==> src/rtl/regfile_pkg.sv <==
// Shared constants and types for the register-file writeback path.
package regfile_pkg;

    localparam int WORD_SIZE = 32;
    localparam int REG_AW    = 5;
    localparam int NUM_REGS  = 32;

    typedef logic [REG_AW-1:0] reg_addr_t;

endpackage

==> src/rtl/rr_arbiter.sv <==
// Combinational round-robin arbiter: the search starts one past ptr and wraps,
// so the most recently granted requester has the lowest priority.
module rr_arbiter
#(
    parameter int NREQ = 3,
    parameter int PW   = (NREQ > 1) ? $clog2(NREQ) : 1
)
(
    input  logic [NREQ-1:0] req,
    input  logic [PW-1:0]   ptr,
    output logic [NREQ-1:0] grant,
    output logic [PW-1:0]   idx,
    output logic            found
);
    import regfile_pkg::*;

    int cand;

    // Walk requesters in rotated order and grant the first one that is valid.
    always_comb begin
        grant = '0;
        idx   = '0;
        found = 1'b0;
        cand  = 0;
        for (int k = 1; k <= NREQ; k++) begin
            cand = (int'(ptr) + k) % NREQ;
            if (!found && req[cand]) begin
                found       = 1'b1;
                grant[cand] = 1'b1;
                idx         = PW'(cand);
            end
        end
    end

endmodule

==> src/rtl/regfile_wb_arbiter.sv <==
// Shares the single regfile write port between NREQ writeback sources with
// round-robin arbitration, registers the winning write, and keeps a busy
// scoreboard of destination registers that still have a write outstanding.
// Optional macro RF_BYPASS_EN adds two forwarding read ports that observe the
// registered write in the same cycle the regfile commits it.
//
// Handshake: a source raises req_valid[i] and holds valid/addr/data stable
// until it sees req_ready[i]; the transfer happens on the clock edge where
// both are high. req_ready is one-hot (or zero) and never depends on
// anything but req_valid, the round-robin pointer and rst.
module regfile_wb_arbiter
#(
    parameter int NREQ      = 3,
    parameter int WORD_SIZE = regfile_pkg::WORD_SIZE,
    parameter int REG_AW    = regfile_pkg::REG_AW
)
(
    input  logic                        clk,
    input  logic                        rst,
    input  logic [NREQ-1:0]             req_valid,
    output logic [NREQ-1:0]             req_ready,
    input  logic [NREQ*REG_AW-1:0]      req_addr,
    input  logic [NREQ*WORD_SIZE-1:0]   req_data,
    input  logic                        issue_valid,
    input  logic [REG_AW-1:0]           issue_rd,
    output logic [regfile_pkg::NUM_REGS-1:0] busy,
    output logic                        rf_wr,
    output logic [REG_AW-1:0]           rf_addr3,
    output logic [WORD_SIZE-1:0]        rf_data3
`ifdef RF_BYPASS_EN
    ,
    input  logic [REG_AW-1:0]           rd_addr1,
    input  logic [REG_AW-1:0]           rd_addr2,
    output logic                        fwd1_hit,
    output logic                        fwd2_hit,
    output logic [WORD_SIZE-1:0]        fwd1_data,
    output logic [WORD_SIZE-1:0]        fwd2_data
`endif
);
    import regfile_pkg::*;

    localparam int PW = (NREQ > 1) ? $clog2(NREQ) : 1;

    logic [PW-1:0]       ptr;
    logic [PW-1:0]       grant_idx;
    logic [NREQ-1:0]     grant;
    logic                grant_found;
    logic                accept;
    logic [REG_AW-1:0]   sel_addr;
    logic [WORD_SIZE-1:0] sel_data;
    logic [NUM_REGS-1:0] busy_next;

    rr_arbiter #(.NREQ(NREQ), .PW(PW)) u_arb (
        .req   (req_valid),
        .ptr   (ptr),
        .grant (grant),
        .idx   (grant_idx),
        .found (grant_found)
    );

    // No grants while in reset, so nothing can be lost on a reset edge.
    assign req_ready = rst ? '0 : grant;
    assign accept    = grant_found & ~rst;
    assign sel_addr  = req_addr[grant_idx*REG_AW +: REG_AW];
    assign sel_data  = req_data[grant_idx*WORD_SIZE +: WORD_SIZE];

    // Output register and round-robin pointer; x0 writes are consumed but never reach the regfile.
    always_ff @(posedge clk) begin
        if (rst) begin
            rf_wr    <= 1'b0;
            rf_addr3 <= '0;
            rf_data3 <= '0;
            ptr      <= PW'(NREQ - 1);
        end else begin
            rf_wr <= accept && (sel_addr != '0);
            if (accept) begin
                ptr <= grant_idx;
                if (sel_addr != '0) begin
                    rf_addr3 <= sel_addr;
                    rf_data3 <= sel_data;
                end
            end
        end
    end

    // Scoreboard update: the commit clears first, then a new issue sets, so a same-register issue wins.
    always_comb begin
        busy_next = busy;
        if (rf_wr) begin
            busy_next[rf_addr3] = 1'b0;
        end
        if (issue_valid && (issue_rd != '0)) begin
            busy_next[issue_rd] = 1'b1;
        end
        busy_next[0] = 1'b0;
    end

    // Busy scoreboard register.
    always_ff @(posedge clk) begin
        if (rst) begin
            busy <= '0;
        end else begin
            busy <= busy_next;
        end
    end

`ifdef RF_BYPASS_EN
    assign fwd1_hit  = rf_wr && (rf_addr3 == rd_addr1) && (rd_addr1 != '0);
    assign fwd2_hit  = rf_wr && (rf_addr3 == rd_addr2) && (rd_addr2 != '0);
    assign fwd1_data = rf_data3;
    assign fwd2_data = rf_data3;
`endif

endmodule

==> config.mk <==
export PLATFORM = sky130hd
export DESIGN_NAME = regfile_wb_arbiter
export DESIGN_NICKNAME = d
export VERILOG_FILES = /design/src/rtl/regfile_pkg.sv /design/src/rtl/rr_arbiter.sv /design/src/rtl/regfile_wb_arbiter.sv
export SDC_FILE = /design/constraint.sdc
export NUM_CORES = 1
export LEC_CHECK = 0
export BUFFER_PORTS_ARGS = -buffer_cell sky130_fd_sc_hd__buf_2
export CAP_MARGIN = 20
export CORE_MARGIN = 2
export CORE_UTILIZATION = 40
export DETAILED_ROUTE_END_ITERATION = 8
export PLACE_DENSITY_LB_ADDON = 0.15
export SYNTH_ARGS = -nofsm -noshare
export SYNTH_HDL_FRONTEND = slang
export SYNTH_SLANG_ARGS = --single-unit
==> constraint.sdc <==
create_clock -name clk -period 3.3 [get_ports clk]
set_input_delay 0 -clock clk [delete_from_list [all_inputs] [get_ports clk]]
set_output_delay 0 -clock clk [all_outputs]
set_load 0.02 [all_outputs]
### After elaboration in Yosys (flattened, before gate mapping)

Index checks and enable logic that the tools add are counted.

* flip-flop bits (word level): 72
* output and inout bits: 73

* magnitude comparators: 10
* add/sub/neg operators: 3
* bitwise operators: 7
* shift operators: 2
* reductions and logical operators: 14
* multiply operators: 1
* multiplexer cells: 31
* div/mod/pow operators: 3

Operators by type and width (count)
* $ge 32x1->1 const B: 3
* $lt 32x4->1 const B: 3
* $mod 32x3->32 const B: 3
* $shiftx 96x8->32: 1
* $mux 32: 2
* $and 32x32->32: 1
* $not 32->32: 1
* $or 32x32->32: 1
* $shiftx 15x6->5: 1
* $mux 1: 14
* $lt 5x6->1 const B: 2
* $mux 3: 4
* $demux 1 s5: 2
* $ge 5x1->1 const B: 2
* $reduce_bool 5->1: 2
* $logic_and 1x1->1: 9
* $add 2x2->3 const B: 2
* $bmux 1 s2: 3
* $demux 1 s2: 3
* $mux 2: 3
* $or 3x3->3: 2
* $mul 2x3->5 const B: 1
* $add 2x1->3 const B: 1
* $logic_not 1->1: 2
* other kinds (3): 3

### Logic depth before layout (Yosys ltp)

* depth in word-level cells: 16
* depth in mapped cells: 15
* mapped depth without buffers: 11

### Cells and area by module

Synthesis repeated with hierarchy kept, for this count alone.

* cell total of the unflattened synthesis: 506
* area, all modules: 4176.5 sq um

Modules (own cells, without submodules)
* regfile_wb_arbiter: area an instance 3895.0 sq um, seq. area each 1421.4 sq um, times used 1, cells each 466
* rr_arbiter: area an instance 281.5 sq um, seq. area each 0.0 sq um, times used 1, cells each 40

### Least setup slack after synthesis

Ideal clock, no wire load.

* kind: reg-to-reg
* start: reg ptr[0]
* end: reg rf_data3[1]
* slack: 0.138 ns
* cell stages (with the launch flop): 16
* data arrival time: 3.034 ns
* required time: 3.172 ns
* path buffers: 4
* cell sequence: dfxtp_1 inv_1 ha_1 buf_2 nand3b_2 o21ai_0 a211o_1 a21o_1 buf_6 a211oi_1 o22ai_1 o31ai_2 buf_6 buf_8 mux2i_1 nor2_1

* longest elaborated chain between the ends: 16

Ends and longest elaborated chain
* start, declared: RTL line regfile_wb_arbiter.sv:44 `logic [PW-1:0] ptr;`
* start signal, assigned: RTL line regfile_wb_arbiter.sv:73 `ptr <= PW'(NREQ - 1);`
* start signal, assigned: RTL line regfile_wb_arbiter.sv:77 `ptr <= grant_idx;`
* $add 2x1->3: RTL line rr_arbiter.sv:26 `cand = (int'(ptr) + k) % NREQ;`
* $mod 32x3->32: RTL line rr_arbiter.sv:26
* $bmux 1 s2: RTL line rr_arbiter.sv:27 `if (!found && req[cand]) begin`
* $mux 1 (implied by the code) (2 in a row): RTL line rr_arbiter.sv:27
* $mux 1: RTL line rr_arbiter.sv:27
* $logic_not 1->1: RTL line rr_arbiter.sv:27
* $logic_and 1x1->1: RTL line rr_arbiter.sv:27
* $mux 1: RTL line rr_arbiter.sv:27
* $logic_not 1->1: RTL line rr_arbiter.sv:27
* $logic_and 1x1->1: RTL line rr_arbiter.sv:27
* $mux 2: RTL line rr_arbiter.sv:27
* $mul 2x3->5: RTL line regfile_wb_arbiter.sv:64 `assign sel_addr = req_addr[grant_idx*REG_AW +: REG_AW];`
* $shiftx 15x6->5: RTL line regfile_wb_arbiter.sv:64
* $reduce_bool 5->1: RTL line regfile_wb_arbiter.sv:78 `if (sel_addr != '0) begin`
* $reduce_and 2->1 (no source line)
* end signal, assigned: RTL line regfile_wb_arbiter.sv:80 `rf_data3 <= sel_data;`
* end, declared: RTL line regfile_wb_arbiter.sv:29 `output logic [WORD_SIZE-1:0] rf_data3`

Several ways; a longest one is shown, not always the timed one. The select of a mux whose other input is x is not followed.
A chain may end at the register's enable or synchronous reset.

### Final worst setup path

* start: reg ptr[1]
* end: reg rf_addr3[1]

* longest elaborated chain between the ends: 16

Ends and longest elaborated chain
* $add 2x1->3: RTL line rr_arbiter.sv:26
* $mod 32x3->32: RTL line rr_arbiter.sv:26
* $bmux 1 s2: RTL line rr_arbiter.sv:27
* $mux 1 (implied by the code) (2 in a row): RTL line rr_arbiter.sv:27
* $mux 1: RTL line rr_arbiter.sv:27
* $logic_not 1->1: RTL line rr_arbiter.sv:27
* $logic_and 1x1->1: RTL line rr_arbiter.sv:27
* $mux 1: RTL line rr_arbiter.sv:27
* $logic_not 1->1: RTL line rr_arbiter.sv:27
* $logic_and 1x1->1: RTL line rr_arbiter.sv:27
* $mux 2: RTL line rr_arbiter.sv:27
* $mul 2x3->5: RTL line regfile_wb_arbiter.sv:64
* $shiftx 15x6->5: RTL line regfile_wb_arbiter.sv:64
* $reduce_bool 5->1: RTL line regfile_wb_arbiter.sv:78
* $reduce_and 2->1 (no source line)
* end signal, assigned: RTL line regfile_wb_arbiter.sv:79 `rf_addr3 <= sel_addr;`
* end, declared: RTL line regfile_wb_arbiter.sv:28 `output logic [REG_AW-1:0] rf_addr3,`

Several ways; a longest one is shown, not always the timed one. The select of a mux whose other input is x is not followed.

==> run metrics <==
status complete, no violations; worst-case clock buffer depth 2; IR Drop Worst-Case VDD 0.000475 V; area occupied by multi-input gates 2270 µm²; final hold slack between 0.01 and 0.015 ns; count of input and output buffers 193; count of endpoints failing hold in the final timing report 0; largest net degree at the start of global routing 65; crit path launch ptr[1]$_SDFFE_PP1P_; clock insertion delay at the later pin of the skew report between 0.3 and 0.4 ns; H-tree lvl count 3; minimum clock period after layout 3.18 ns; max-slew violation count 0; proportion of synthesized chip area in sequential cells approximately 37%; overall die area approximately 10000 µm²; Routed Wire Length 11.6 mm; power density over cell area 970 nW/µm²; family of cells with the greatest summed delay on the critical path compound AO/OA/AOI/OAI gates; GRT Util Overall 21.5%; crit path max-delay cell type dfxtp_2; WP depth 14; Total Neg Setup Slack 0 ns; endpoint of the worst setup timing path rf_addr3[1]$_SDFFE_PP0P_; final number of setup-violating endpoints 0; Worst Tran Pin Value ~0.90 ns; non-filler cells, final about 810; number of global-route vias before repair slightly below 4000; initial antenna violation count 0; startpoint of the worst-slack reg-to-reg timing path ptr[1]$_SDFFE_PP1P_; number of inserted diodes 0; final worst-path setup slack 0.125 ns; total of max-cap violations 0; starting density of the core between 40% and 50%; Area contributors post-synth dfxtp_1 37%, mux2i_1 18%, o21ai_0 8.9%; biggest fanout along the worst timing path 18; pre-CTS setup slack -0.0738 ns; Inserted Clock Buffers 9; # IOs 195; Via Count approximately 4100; Root Buffer clkbuf_8; synth unique cells 41; type of destination of the critical path flop; flop2flop setup slack 0.12 ns; grt ovf 0; commonest register cell after synthesis dfxtp_1; first-pass GRT wire length approximately 18 mm; number of warning messages in the yosys log 0; path type of the worst setup path flop to flop; top cells by count, synth 73 x nand2_1, 71 x dfxtp_1, 68 x mux2i_1, 68 x o21ai_0, 54 x nor2_1; number of cell instances on the worst register-to-register path 14; Worst Path Arrival 3.43 ns; remaining max-slew budget at the tightest pin 39.7%; worst clock skew 0.00842 ns; #FFs+latches synth 71; Syn Nets 603; clock edge transition at the registers on the reported setup and hold paths 0.07 ns; dpl hpwl 8.37 mm; core area slightly above 9000 µm²; maximum clock rate roughly 310 MHz; cell-by-cell listing of the critical path inv_1 > ha_1 > nor2b_1 > a2bb2oi_2 > a211o_1 > buf_4 > a211oi_1 > a211oi_2 > o22ai_2 > o31ai_4 > buf_12 > clkbuf_16 > or3_1 > a21oi_1; Die Wd 102 µm; Async S/R FF share, synth 0%; buffering stage count on the worst path with inverters included 4; Syn Area/Cell 7.99 µm²; DRC errors left 0; Initial DRC Count 121; Antenna Violating Nets Remaining 0; worst hold path class input pin to flop; Die Y-Extent between 100 and 150 µm; Placed Instances a little under 800; GPL Wtd Cong 0.920; routed wire length per instance 14.4 µm; Total Nets Final 800; layout cells sized above 1 36.4%; Final Cycle Share 96.2%; data required time at the worst endpoint approximately 3.6 ns; kind of start point of the critical path flop; share of Yosys cell area claimed by the top area cell type between 30% and 40%; number of sinks handled by clock tree synthesis 71; cell count after synthesis 477; fillcell total between 800 and 900; Sequential cell area 1420 µm²; Syn Std Cell Area 3810 µm²; First-pass DRT Iterations 5; EDFF count, synth 0; site row count 35; Slowest Stage Delay on Critical Path between 0.3 and 0.4 ns; most instantiated library cell after synthesis nand2_1; vias per cell between 5 and 6; Power Total 5.14 mW; Leak around 2.5 nW; largest area contributor in the synthesized netlist dfxtp_1; Reg-to-Reg End rf_addr3[1]$_SDFFE_PP0P_; P&R area growth vs syn 39.1%; CTS tree built
[how the worst min path moves through the flow]
stage	from	to	slack [ns]	cells after the start
6_report	req_data[93]	rf_data3[29]$_SDFFE_PP0P_	0.01	5
5_1_grt	req_data[84]	rf_data3[20]$_SDFFE_PP0P_	0.03	5
4_1_cts	req_data[78]	rf_data3[14]$_SDFFE_PP0P_	0.0002	5
3_5_place_dp	req_data[85]	rf_data3[21]$_SDFFE_PP0P_	0.35	5
3_3_place_gp	req_data[93]	rf_data3[29]$_SDFFE_PP0P_	0.35	5
2_1_floorplan	req_valid[2]	ptr[1]$_SDFFE_PP1P_	0.17	2
[report_power, final]
group	leakage (nW)	total [mW]	switching, mW	internal, mW
Combinational	1.83	3.27	1.79	1.48
Clock	0.0891	0.687	0.334	0.353
Sequential	0.582	1.19	0.136	1.05
[metrics by stage]
step	utilization [%]	area (µm²)
floorplan	-	3810
global placement	52.6	4860
detailed placement	52.6	4860
CTS	55.6	5140
global route	57.4	5300
finish	57.4	5300
[final cells by class]
type / count / area share, %
Multi-Input combinational cell: 367 / 42.8
Inverter: 9 / 0.637
Clock inverter: 6 / 1.32
Timing Repair Buffer: 216 / 22.9
Clock buffer: 10 / 2.41
Tap cell: 129 / 3.04
Sequential cell: 71 / 26.8
[cells in the final DEF (no fill, tap or decap), drive strengths merged, types with 4 or more instances in the layout]
cell,netlist,final
nor3,6,6
nand2,73,73
mux2i,68,68
o21a,5,5
nand3b,7,7
nor3b,4,4
buf,11,207
o21ai,69,69
dlygate4sd3,0,7
inv,9,10
a211oi,9,9
nor2,54,54
dfxtp,71,71
ha,4,4
a21oi,38,38
clkbuf,19,12
[repair_timing]
item,4_1_cts,5_1_grt
gates resized for setup,2,17
buffers inserted,0,4
endpoints found under the hold margin,7,0
hold buffers,7,0
pin swaps,0,4
setup endpoints to repair,33,34
cloned,0,2
[worst register-to-register path: stages, from the launching register on]
cell and delay, ns:
dfxtp_2 0.38, inv_1 0.07, ha_1 0.23, nor2b_1 0.26, a2bb2oi_2 0.13, a211o_1 0.32
buf_4 0.16, a211oi_1 0.30, a211oi_2 0.09, o22ai_2 0.23, o31ai_4 0.11, buf_12 0.15
clkbuf_16 0.19, or3_1 0.34, a21oi_1 0.14
[metal layers]
metal  routed length [µm]  track usage (%)  up-vias
li1                     -                -     2049
met4                  362             10.2        0
met2                 5690             36.9      157
met1                 4910             25.3     1830
met3                  674             4.76       28
met5                    0                0        -
[logic make-up (layout without fill, tap and decap cells)]
group / Yosys count / after routing / synth area share (%)
buffers and inverters: 39 / 241 / 5.55
AO/OA/AOI/OAI: 133 / 133 / 19.4
adder cells (fa/ha/maj): 4 / 4 / 1.31
AND/OR/NAND/NOR: 161 / 161 / 18.5
multiplexers: 68 / 68 / 17.9
other: 1 / 1 / 0.0984
flip-flops: 71 / 71 / 37.3
[flip-flops by register name (all words and copies together) (netlist names)]
signal    count
rf_data3     32
busy         31
rf_addr3      5
ptr           2
rf_wr         1
Note: power is estimated with default switching activity, not from simulation.
